--- src/rtl/pipereg.sv ---
// pipereg: one-deep valid/ready pipeline register with flush; define PIPEREG_SKID_EN
// to add a skid entry that registers in_ready and breaks the out_ready->in_ready path.
module pipereg #(
    parameter int               WIDTH = 16,
    parameter logic [WIDTH-1:0] NOP   = '0
) (
    input  logic             clk_i,
    input  logic             reset_ni,
    input  logic             flush_i,
    input  logic             in_valid_i,
    output logic             in_ready_o,
    input  logic [WIDTH-1:0] in_data_i,
    output logic             out_valid_o,
    input  logic             out_ready_i,
    output logic [WIDTH-1:0] out_data_o,
    output logic             flushed_o,
    output logic [1:0]       occupancy_o
);
    logic             kill, accept, consume;
    logic             main_v_q, main_v_d;
    logic [WIDTH-1:0] main_data_q, main_data_d;
    logic             flushed_q;

    assign kill        = ~reset_ni | flush_i;
    assign accept      = in_valid_i & in_ready_o;
    assign consume     = main_v_q & out_ready_i;
    assign out_valid_o = main_v_q;
    assign out_data_o  = main_data_q;
    assign flushed_o   = flushed_q;

`ifdef PIPEREG_SKID_EN
    logic             skid_v_q, skid_v_d;
    logic [WIDTH-1:0] skid_data_q, skid_data_d;
    logic             rdy_q, rdy_d;

    // rdy_q mirrors "skid empty"; only reset/flush gate it combinationally
    assign in_ready_o  = rdy_q & ~kill;
    assign occupancy_o = {1'b0, main_v_q} + {1'b0, skid_v_q};

    always_comb begin
        main_v_d    = main_v_q;
        main_data_d = main_data_q;
        skid_v_d    = skid_v_q;
        skid_data_d = skid_data_q;
        if (kill) begin
            main_v_d    = 1'b0;
            main_data_d = NOP;
            skid_v_d    = 1'b0;
            skid_data_d = NOP;
        end else if (consume) begin
            if (skid_v_q) begin
                main_data_d = skid_data_q;
                skid_v_d    = 1'b0;
                skid_data_d = NOP;
            end else begin
                main_v_d    = accept;
                main_data_d = accept ? in_data_i : NOP;
            end
        end else if (accept) begin
            if (main_v_q) begin
                skid_v_d    = 1'b1;
                skid_data_d = in_data_i;
            end else begin
                main_v_d    = 1'b1;
                main_data_d = in_data_i;
            end
        end
        rdy_d = ~skid_v_d;
    end

    always_ff @(posedge clk_i) begin
        main_v_q    <= main_v_d;
        main_data_q <= main_data_d;
        skid_v_q    <= skid_v_d;
        skid_data_q <= skid_data_d;
        rdy_q       <= rdy_d;
        flushed_q   <= kill;
    end
`else
    assign in_ready_o  = ~kill & (out_ready_i | ~main_v_q);
    assign occupancy_o = {1'b0, main_v_q};

    always_comb begin
        main_v_d    = main_v_q;
        main_data_d = main_data_q;
        if (kill || (consume && !accept)) begin
            main_v_d    = 1'b0;
            main_data_d = NOP;
        end else if (accept) begin
            main_v_d    = 1'b1;
            main_data_d = in_data_i;
        end
    end

    always_ff @(posedge clk_i) begin
        main_v_q    <= main_v_d;
        main_data_q <= main_data_d;
        flushed_q   <= kill;
    end
`endif
endmodule
--- config.mk ---
export PLATFORM = sky130hd
export DESIGN_NAME = pipereg
export DESIGN_NICKNAME = d
export VERILOG_FILES = /design/src/rtl/pipereg.sv
export SDC_FILE = /design/constraint.sdc
export NUM_CORES = 1
export LEC_CHECK = 0
export CAP_MARGIN = 10
export CORE_UTILIZATION = 37
export DETAILED_ROUTE_END_ITERATION = 7
export PLACE_DENSITY = 0.83
export SLEW_MARGIN = 25
export SYNTH_ARGS = -nofsm -noshare
export SYNTH_HDL_FRONTEND = slang
export SYNTH_SLANG_ARGS = --single-unit
--- constraint.sdc ---
create_clock -name clk_i -period 1.2 [get_ports clk_i]
set_clock_uncertainty 0.15 [all_clocks]
set_input_delay 0.24 -clock clk_i [delete_from_list [all_inputs] [get_ports clk_i]]
set_output_delay 0.24 -clock clk_i [all_outputs]
set_load 0.03 [all_outputs]
==> results of run 1 <==
synth_stat cells:
| library cell | number |
|---|---|
| nand3_1 | 16 |
| a21oi_1 | 7 |
| nand2b_1 | 2 |
| o21ai_0 | 7 |
| inv_4 | 1 |
| clkbuf_1 | 1 |
| buf_4 | 4 |
| dfxtp_1 | 18 |
| buf_2 | 2 |
| o21ai_1 | 9 |
| buf_6 | 2 |
| a21oi_2 | 10 |
| conb_1 | 1 |
| nor2_1 | 1 |
| a31o_4 | 1 |
| and2b_4 | 1 |
logic make-up (layout without fill, tap and decap cells):
kind of cell    Yosys count  count (layout)  share of synthesized area
compound gates           34              35                      0.289
flops                    18              18                      0.472
buf+inv                  10              66                     0.0951
other cells               1               1                    0.00491
simple gates             20              20                      0.139
worst register-to-register path, delay by kind of cell, from the launching register on:
family | cells | cell delay (ps)
flip-flops | 1 | 360
buffers and inverters | 3 | 420
AO/OA/AOI/OAI | 2 | 190
AND/OR/NAND/NOR | 1 | 170
final timing paths:
path | from | to | slack [ps] | cells after the start
worst min register to register | out_data_o[15] | out_data_o[15] | 320 | 2
worst max register to register | out_valid_o | out_data_o[2] | -200 | 6
worst min-delay path | flush_i | flushed_o | 290 | 3
worst max-delay path | out_valid_o | in_ready_o | -210 | 3
stage by stage:
step / std cells / TNS, ps
3_3_place_gp: 151 / -6460
2_1_floorplan: 83 / -81.9
5_1_grt: 167 / -3810
3_5_place_dp: 151 / -7040
4_1_cts: 158 / -1250
6_report: 167 / -3130
sequential cells by signal, indices dropped and copies added (netlist names):
| signal | cells |
|---|---|
| out_data_o | 16 |
| flushed_o | 1 |
| out_valid_o | 1 |
routing by layer:
metal / routed length [um] / GRT usage / vias up
li1: - / - / 408
met1: 990 / 0.222 / 394
met2: 1320 / 0.378 / 39
met3: 157 / 0.0453 / 6
met4: 38 / 0.0629 / 0
met5: 0 / 0 / -
layout make-up:
class | instances | area [um^2]
clock buffer | 4 | 36.3
fill | 120 | 365
inverter | 1 | 6.26
multi-input combinational | 56 | 489
sequential | 18 | 389
tap | 27 | 33.8
timing repair buffer | 61 | 622
where the power goes:
group	switching (mW)	leakage [nW]	total [mW]	internal, mW
clock	0.185	0.0210	0.369	0.185
sequential	0.0165	0.155	0.633	0.616
combinational	0.173	0.424	0.348	0.175
total	0.374	0.600	1.35	0.976
what timing repair did:
item,4_1_cts,5_1_grt
hold endpoints to repair,0,0
setup endpoints to repair,22,35
buffers inserted,2,8
gates cloned,1,1
gates resized for setup,46,31
pin swaps,3,8
==> flow_summary.ini, run 1 <==
[status]
status = finished, violations left
violations = negative setup slack

[sta]
rsz0062_at_grt = true
setup_slack_ps = -209
setup_viol = 19
fmax_mhz = 710
finalCritPeriodShare = 1.17
hold_slack_ps = 287
slew_viol_final = 0
period_needed_ps = 1410
hold_viol_final = 0

[setup_path]
critical-path-slowest-cell = dfxtp_4
critical_path_peak_fanout = 2
cp.required_ps = 810
cp-end-kind = output pin
crit_family = flip-flops
crit_path_start_kind = flip-flop
crit_chain = and2b_4, nor2_4, buf_6
slowest_delay_ps = 360
path_buf_inv = 1
crit_type = flip-flop to output pin
cp.arrival_ps = 1020

[global_route]
grt_max_degree = 17
first_global_vias = 799
overflow = 0
grt_pass1_wl_mm = 3.22
grt_use_total = 0.201
grt_antenna_before_repair = 0

[synthesis]
synth_area_leaders = dfxtp_1 47%, a21oi_2 11%, nand3_1 10%
synth_cells = 83
synthesis.area_um2 = 763
synth_top_cell_by_area = dfxtp_1
synth_top_area_frac = 0.472
avgSynthCellArea_um2 = 9.20
yosysWarningCount = 0
synth.distinct_cells = 16
ys_seq_elements = 18
seq_area_frac_synth = 0.472
synthesis.nets = 104

[placement]
place_hpwl_mm = 1.49
place_ws_ps = -437
gp_congestion = 0.761
io_buffers = 40
placed_cell_area_mm2 = 0.00119

[final_layout]
layout.cells.most_common = buf_6
final_cell_mix = 20 x buf_6, 18 x buf_4, 17 x clkdlybuf4s50_1
diodes = 0
drive_above_1_share = 0.686
area_growth_pct = 107
fin_area_mm2 = 0.00158
finalNetCount = 162
final_util = 0.812

[die]
fp.dieH_um = 47.4
die_w_um = 47.4
start_util = 0.393
core_area_mm2 = 0.00194
ios = 42
fp-row-count = 16
dieArea_mm2 = 0.00225

[route]
drc = 0
ant_nets = 0
drt_iter0_markers = 12
drt-total-wl_mm = 2.50
via_per_inst = 5.07
first_pass_iters = 4
drt-wirelength-per-cell_um = 15.0
via_count = 847

[pwr]
p_total_mw = 1.35
ir_drop_mv = 0.644
power.leakage_nw = 0.600
power.density_mw_per_mm2 = 856

[clock_network]
numCtsBuffers = 3
clock-sinks = 18
cts-root-buf = clkbuf_4
clk_latency_ps = 290
clkSlewWorstSetupHoldPaths_ps = 100
cts.htree.levels = 1
cts.hold.buffers_added = 0
clk_path_buf_depth = 2
cts_tree = built

[flow_run]
cap_violations = 0

[hold_path]
hold_path.class = primary input to flip-flop
No activity file was read; power rests on OpenSTA's default activity.
==> run 2, diff against run 1 <==
--- a/config.mk
+++ b/config.mk
@@ -6,6 +6,7 @@
 export NUM_CORES = 1
 export LEC_CHECK = 0
 export CAP_MARGIN = 10
+export CORE_MARGIN = 5
 export CORE_UTILIZATION = 37
 export DETAILED_ROUTE_END_ITERATION = 7
 export PLACE_DENSITY = 0.83
==> run 2 against run 1 <==
Cell area up 3.7%. Critical path depth up 2. Critical path type is now primary input to flip-flop. The run still ends with negative setup slack left. Combinational power up 10%. First-iteration DRC count down 33%. Highest routed layer unchanged. Sequential share of layout area down 1.0 points. Clock power up 4%.
==> flow_summary.ini, run 2 (synthesis results as in run 1) <==
[global_route]
use_met1 = 0.213
grt_max_degree = 17
met2_usage = 0.355
overflow = 0
first_global_vias = 947
grt_antenna_before_repair = 0
busiest_layer = met2
grt_pass1_wl_mm = 4.79
grt_use_total = 0.196
grt_util_met3 = 0.0559

[sta]
period_needed_ps = 1460
rsz0062_at_grt = true
setup_slack_ps = -255
finalCritPeriodShare = 1.21
setup_viol = 20
fmax_mhz = 687
hold_viol_final = 0
hold_slack_ps = 322
slew_viol_final = 0

[placement]
io_buffers = 40
placed_cell_area_mm2 = 0.00118
placedCellCount = 150
gp_congestion = 0.771
place_hpwl_mm = 1.59
place_ws_ps = -388

[final_layout]
stdcell_count = 167
finalNetCount = 162
fin_area_mm2 = 0.00164
largest_reg_flops = 16
drive_above_1_share = 0.743
diodes = 0
final_cell_mix = 21 x buf_6, 17 x clkdlybuf4s50_1, 16 x a21oi_2, 16 x buf_4, 15 x dfxtp_2
layout.cells.most_common = buf_6
area_growth_pct = 114

[pwr]
ir_drop_mv = 0.604
power.density_mw_per_mm2 = 856
power.leakage_nw = 0.642

[die]
dieArea_mm2 = 0.00307
fp-row-count = 16
start_util = 0.389
fp.dieH_um = 55.4
core_area_mm2 = 0.00196
die_w_um = 55.4
ios = 42

[clock_network]
cts.htree.levels = 1
clk_path_buf_depth = 2
clk_latency_ps = 300
clkSlewWorstSetupHoldPaths_ps = 100
cts.hold.buffers_added = 0
clock-sinks = 18
cts_tree = built
cts-root-buf = clkbuf_4
numCtsBuffers = 3

[route]
first_pass_iters = 4
drt_iter0_markers = 8
drc = 0
drt-wirelength-per-cell_um = 19.6
ant_nets = 0
via_count = 892
drt-total-wl_mm = 3.27
via_per_inst = 5.34

[setup_path]
cp-end-kind = flip-flop
crit_path_start_kind = primary input
crit_type = primary input to flip-flop
critical_path_peak_fanout = 7
cp.required_ps = 1230
cp.arrival_ps = 1490

[status]
status = finished, violations left
violations = negative setup slack

[hold_path]
hold_path.class = flip-flop to flip-flop

[flow_run]
cap_violations = 0
run 2: worst max-delay path, cell delays in order:
cell             delay [ps]
clkdlybuf4s50_1         550
inv_4                    80
buf_4                   160
o21ai_0                 350
a21oi_2                 100
run 2: worst paths after layout:
path,start,endpoint,slack (ps),cells past startpoint
min reg2reg,out_data_o[12],out_data_o[12],320,2
max,in_valid_i,out_data_o[4],-260,5
max reg2reg,out_valid_o,out_data_o[4],-210,4
min,out_data_o[12],out_data_o[12],320,2
run 2: area by class of cell:
| cell class | count | area (um^2) |
|---|---|---|
| inverters | 1 | 6.26 |
| repair buffers | 61 | 639 |
| well taps | 27 | 33.8 |
| multi-input cells | 56 | 533 |
| fillers | 114 | 327 |
| flip-flops and latches | 18 | 387 |
| clock buffers | 4 | 36.3 |
run 2: power breakdown:
group,switching (mW),leakage [nW],internal [mW],total [mW]
Combinational,0.194,0.466,0.190,0.384
Clock,0.198,0.0210,0.185,0.383
Sequential,0.0153,0.155,0.618,0.633
run 2: stage by stage:
| stage | util | setup TNS (ps) | total power [mW] |
|---|---|---|---|
| 2_1_floorplan | - | -81.9 | 0.783 |
| 3_3_place_gp | 0.604 | -6210 | 0.907 |
| 3_5_place_dp | 0.604 | -6590 | 0.910 |
| 4_1_cts | 0.760 | -2790 | 1.35 |
| 5_1_grt | 0.834 | -3570 | 1.45 |
| 6_report | 0.834 | -2850 | 1.40 |
run 2: repair_timing:
action | CTS | global route
setup buffers | 6 | 6
gates cloned | 3 | 0
setup endpoints to repair | 26 | 33
pin swaps | 7 | 9
resized for setup | 47 | 39
run 2: metal layers:
metal	share of wire	up-vias
met4	0.036	0
met5	0	-
met3	0.081	12
met1	0.36	418
li1	-	411
met2	0.52	51
